===== config.mk =====
export PLATFORM = sky130hd
export DESIGN_NAME = neuron_layer_driver
export DESIGN_NICKNAME = d
export VERILOG_FILES = /design/src/rtl/neuron_layer_driver.sv
export SDC_FILE = /design/constraint.sdc
export NUM_CORES = 1
export LEC_CHECK = 0
export CORE_UTILIZATION = 55
export DETAILED_ROUTE_END_ITERATION = 7
export GPL_TIMING_DRIVEN = 0
export PLACE_DENSITY = 0.84
export SLEW_MARGIN = 30
export SYNTH_ARGS = -nofsm -noshare
export SYNTH_HDL_FRONTEND = slang
export SYNTH_SLANG_ARGS = --single-unit

===== constraint.sdc =====
create_clock -name clk -period 8.58 [get_ports clk]
set_input_delay 1.716 -clock clk [delete_from_list [all_inputs] [get_ports clk]]
set_output_delay 1.716 -clock clk [all_outputs]
set_load 0.005 [all_outputs]

===== src/rtl/neuron_layer_driver.sv =====
// Layer sequencer: time-multiplexes one 4-input MAC neuron across
// NUM_NEURONS weight rows, requantizes each result (ReLU, shift, saturate)
// and assembles the 5-bit activation vector for the next layer.
module neuron_layer_driver #(
  parameter int NUM_NEURONS = 4,
  parameter int SHIFT       = 3,
  parameter int TIMEOUT     = 8,
  localparam int AW = (NUM_NEURONS > 1) ? $clog2(NUM_NEURONS) : 1
) (
  input  logic                     clk,
  input  logic                     rst,
  input  logic                     start,
  input  logic [19:0]              in_vec,
  input  logic                     w_wr_en,
  input  logic [AW-1:0]            w_wr_addr,
  input  logic [19:0]              w_wr_data,
  output logic                     n_input_ready,
  output logic [4:0]               n_in0,
  output logic [4:0]               n_in1,
  output logic [4:0]               n_in2,
  output logic [4:0]               n_in3,
  output logic [4:0]               n_w0,
  output logic [4:0]               n_w1,
  output logic [4:0]               n_w2,
  output logic [4:0]               n_w3,
  input  logic                     n_result_ready,
  input  logic [11:0]              n_result,
  output logic                     out_valid,
  output logic [AW-1:0]            out_idx,
  output logic [4:0]               out_act,
  output logic [5*NUM_NEURONS-1:0] out_vec,
  output logic                     busy,
  output logic                     done,
  output logic                     err
);

  localparam int CW = $clog2(TIMEOUT);

  typedef enum logic [1:0] {S_IDLE, S_ISSUE, S_WAIT, S_DONE} state_t;

  state_t                             state_q, state_d;
  logic [NUM_NEURONS-1:0][19:0]       wts_q;
  logic [NUM_NEURONS-1:0][4:0]        ov_q;
  logic [19:0]                        in_q;
  logic [AW-1:0]                      row_q;
  logic [CW-1:0]                      cnt_q;
  logic                               accept, wr_ok, res_take, tmo, last_row;
  logic [4:0]                         act;
  logic [19:0]                        cur_w;

  // ReLU, scale down, clamp to the non-negative 4-bit range of the next layer
  function automatic logic [4:0] requant(input logic signed [11:0] r);
    logic signed [11:0] t;
    t = r >>> SHIFT;
    if (r[11])          return 5'd0;
    if (t > 12'sd15)    return 5'd15;
    return {1'b0, t[3:0]};
  endfunction

  assign act      = requant(n_result);
  assign last_row = (row_q == AW'(NUM_NEURONS - 1));
  assign cur_w    = wts_q[row_q];

  // Neuron request bus is only live during the single ISSUE cycle
  assign n_input_ready = (state_q == S_ISSUE);
  assign n_in0 = n_input_ready ? in_q[4:0]    : 5'd0;
  assign n_in1 = n_input_ready ? in_q[9:5]    : 5'd0;
  assign n_in2 = n_input_ready ? in_q[14:10]  : 5'd0;
  assign n_in3 = n_input_ready ? in_q[19:15]  : 5'd0;
  assign n_w0  = n_input_ready ? cur_w[4:0]   : 5'd0;
  assign n_w1  = n_input_ready ? cur_w[9:5]   : 5'd0;
  assign n_w2  = n_input_ready ? cur_w[14:10] : 5'd0;
  assign n_w3  = n_input_ready ? cur_w[19:15] : 5'd0;

  assign busy    = (state_q != S_IDLE);
  assign done    = (state_q == S_DONE);
  assign out_vec = ov_q;

  // State register
  always_ff @(posedge clk or posedge rst) begin
    if (rst) state_q <= S_IDLE;
    else     state_q <= state_d;
  end

  // Next-state and datapath strobes
  always_comb begin
    state_d  = state_q;
    accept   = 1'b0;
    wr_ok    = 1'b0;
    res_take = 1'b0;
    tmo      = 1'b0;
    case (state_q)
      S_IDLE: begin
        wr_ok = w_wr_en && (int'(w_wr_addr) < NUM_NEURONS);
        if (start) begin
          accept  = 1'b1;
          state_d = S_ISSUE;
        end
      end
      S_ISSUE: state_d = S_WAIT;
      S_WAIT: begin
        if (n_result_ready) begin
          res_take = 1'b1;
          state_d  = last_row ? S_DONE : S_ISSUE;
        end else if (cnt_q == CW'(TIMEOUT - 1)) begin
          tmo     = 1'b1;
          state_d = S_DONE;
        end
      end
      S_DONE:  state_d = S_IDLE;
      default: state_d = S_IDLE;
    endcase
  end

  // Weight store, captured inputs, row/timeout counters and result registers
  always_ff @(posedge clk or posedge rst) begin
    if (rst) begin
      wts_q     <= '0;
      in_q      <= '0;
      ov_q      <= '0;
      row_q     <= '0;
      cnt_q     <= '0;
      out_valid <= 1'b0;
      out_idx   <= '0;
      out_act   <= '0;
      err       <= 1'b0;
    end else begin
      out_valid <= 1'b0;
      // a write in the same cycle as start lands before ISSUE reads it
      if (wr_ok) wts_q[w_wr_addr] <= w_wr_data;
      if (accept) begin
        in_q  <= in_vec;
        row_q <= '0;
        err   <= 1'b0;
      end
      if (state_q == S_ISSUE) cnt_q <= '0;
      if (state_q == S_WAIT && !n_result_ready && !tmo) cnt_q <= cnt_q + 1'b1;
      if (res_take) begin
        ov_q[row_q] <= act;
        out_valid   <= 1'b1;
        out_idx     <= row_q;
        out_act     <= act;
        if (!last_row) row_q <= row_q + 1'b1;
      end
      if (tmo) err <= 1'b1;
    end
  end

endmodule


==> impl_metrics.csv <==
group,metric,value,unit
run_status,status,"completed",
grt,gr-total-overflow,0,
timing,fmax,237,MHz
logic_synthesis,syn_inst,404,
clock_tree,clock_latency,400,ps
placed_design,dp_slack,4800,ps
critical_path,r2r_start,"row_q[0]",
clock_tree,cts_setup_buffers,0,
final_layout,drive_gt1_share,32.7,%
placed_design,dp_hpwl,8670,um
critical_path,crit_type,"reg -> out",
route,finalWirelength,13000,um
final_layout,layout.nets,614,
placed_design,port_buffers,121,
grt,antenna_found_initial,0,
route,detail_route.first_pass.iterations,4,
logic_synthesis,ys_seq_area_share,52.7,%
timing,finalSetupTns,0,ps
floorplanning,boundaryPins,131,
clock_tree,cts.path.max_buffers,2,
clock_tree,clock-sinks,131,
logic_synthesis,ys_ff_latch,131,
clock_tree,hold_buffers,0,
route,drt-initial-drc-count,140,
clock_tree,cts_tree,"built",
grt,grt_pass1_vias,3949,
final_layout,layout_common_cells,"dfrtp_1 (131), clkdlybuf4s50_1 (121), mux2_4 (60), mux2_2 (41), and2_1 (41)",
final_layout,fin_util,74.9,%
run,maxCapViolCount,0,
critical_path,worstPathRequired,6860,ps
grt,grt_max_degree,96,
final_layout,final_area,8190,sq um
timing,min_period_over_period,49.2,%
power,ir_drop,175,uV
final_layout,nFillCells,746,
timing,layout_setup_ws,4360,ps
placed_design,globalplace.congestion,0.821,
final_layout,syn2layout_area_growth,31.9,%
grt,track_usage,24.0,%
timing,period_needed,4220,ps
critical_path,slowest_delay,510,ps
logic_synthesis,synthDistinctLibCells,33,
logic_synthesis,synth.largest_area_cell,"dfrtp_1",
clock_tree,clkTransAtPathRegs,50,ps
worst_hold_path,hold_path.class,"reg -> reg",
logic_synthesis,yosys-top-cells-area,"dfrtp_1 (53%), mux2_4 (14%), mux2_2 (7.4%)",
floorplanning,rows,38,
critical_path,crit_slowest_cell,"clkdlybuf4s50_1",
timing,hold_violations,0,
clock_tree,cts_buffers,17,
floorplanning,core,10900,sq um
timing,relSlewSlack,64.3,%
clock_tree,postCtsResizedCells,0,
floorplanning,die_x,108,um
critical_path,critPathLaunchType,"flip-flop",
timing,rsz0062_at_grt,"no",
critical_path,crit_path_end_kind,"output pin",
final_layout,final_common_cell,"dfrtp_1",
route,vias,3806,
timing,slew_violations,0,
route,ant_nets,0,
final_layout,n_antenna_cell,0,
power,powerDensity,348,nW/um^2
critical_path,critPathTopFamily,"buffers and inverters",
timing,worst_pin_slew,535,ps
logic_synthesis,yosysTopAreaCellShare,52.7,%
route,drc,0,
power,p_leak,3.69,nW
worst_hold_path,min_from,"in_q[0]",
placed_design,postPlaceCellArea,7650,sq um
logic_synthesis,syn_avg_cell_area,15.4,sq um
critical_path,path_cells,"buf_6 > nor2b_1 > clkbuf_1 > and2_1 > clkdlybuf4s50_1",
critical_path,cp.arrival,2500,ps
critical_path,worstPathMaxFanout,10,
route,routedWlPerCell,18.6,um
power,p_total,2.85,mW
critical_path,crit_buf_inv,3,
timing,setup_viol,0,
critical_path,crit_start,"state_q[1]",
clock_tree,root_buffer,"clkbuf_16",
route,vias_per_cell,5.44,
logic_synthesis,yosysWarnings,0,
logic_synthesis,synth_area,6210,sq um
grt,grt_first_pass_wirelength,20900,um
floorplanning,dieArea,11700,sq um
floorplanning,die_h,108,um
timing,fin_skew,4.00,ps
floorplanning,start_util,56.8,%
clock_tree,h-tree-depth,4,
[final cells by class]
type,count,area [sq um],area share [%]
Buffer,28,215,2.63
Clock buffer,23,488,5.96
Clock inverter,6,55.1,0.672
Inverter,4,22.5,0.275
Multi-Input combinational cell,245,2720,33.2
Sequential cell,131,3280,40.0
Tap cell,140,175,2.14
Timing Repair Buffer,122,1240,15.1
[logic make-up (layout without fill, tap and decap cells)]
logic type               count (synthesis)  in the layout  share of synthesized area (%)
AO/OA/AOI/OAI                           34             34                           4.43
multiplexers                           121            121                           29.2
buffers and inverters                   32            183                           3.70
AND/OR/NAND/NOR                         79             79                           8.68
adder cells (fa/ha/maj)                  6              6                           1.21
other                                    1              5                         0.0603
flip-flops                             131            131                           52.7
[power by group]
| part | switching (mW) | leakage, nW | internal [mW] |
|---|---|---|---|
| Combinational | 0.356 | 1.81 | 0.752 |
| Clock | 0.247 | 0.274 | 0.421 |
| Sequential | 0.166 | 1.61 | 0.910 |
| Total | 0.769 | 3.69 | 2.08 |
[synthesized netlist by cell type]
library cell and instances:
dfrtp_1 131, mux2_4 60, and2_1 41, mux2_2 41, a22o_1 26, mux4_2 20, buf_4 10, buf_6 9
nor2_1 9, ha_1 6, nand2b_1 6, clkbuf_1 5, buf_2 4, inv_1 4, nand4b_1 4, nor2b_1 4
a21oi_1 3, nand2_1 3, a21o_1 2, nor3b_2 2, o21ai_0 2, and4bb_2 1, conb_1 1, nand2b_4 1
nand3b_1 1, nand3b_2 1, nand3b_4 1, nor2_2 1, nor3b_4 1, nor4_1 1, nor4_2 1, o21a_1 1
or2_2 1
[metal layers]
layer	wire (um)	GRT usage, %	vias to the layer above
li1	-	-	1741
met1	5810	32.5	1951
met2	6420	38.5	100
met3	566	4.82	14
met4	170	9.17	0
met5	0	0	-
[per-stage QoR]
stage | hold slack, ps | cells
after floorplan | 472 | 408
after global placement | 480 | 669
after detailed placement | 488 | 670
after CTS | 500 | 699
after global routing | 510 | 699
final | 497 | 699
[final timing paths]
| path | to | slack [ps] | cells past startpoint |
|---|---|---|---|
| max | n_w0[2] | 4360 | 5 |
| min | in_q[0] | 500 | 1 |
| max reg2reg | out_vec[10] | 6560 | 7 |
| min reg2reg | in_q[0] | 500 | 1 |
| max in group asynchronous | wts_q[28] | 6130 | 3 |
| min in group asynchronous | in_q[11] | 1680 | 2 |
[sequential cells by signal, summed over array words and instances (netlist names)]
name and cells:
cnt_q 3, err 1, in_q 20, out_act 4, out_idx 2, out_valid 1, out_vec 16, row_q 2
state_q 2, wts_q 80
Note: power is estimated with default switching activity, not from simulation.
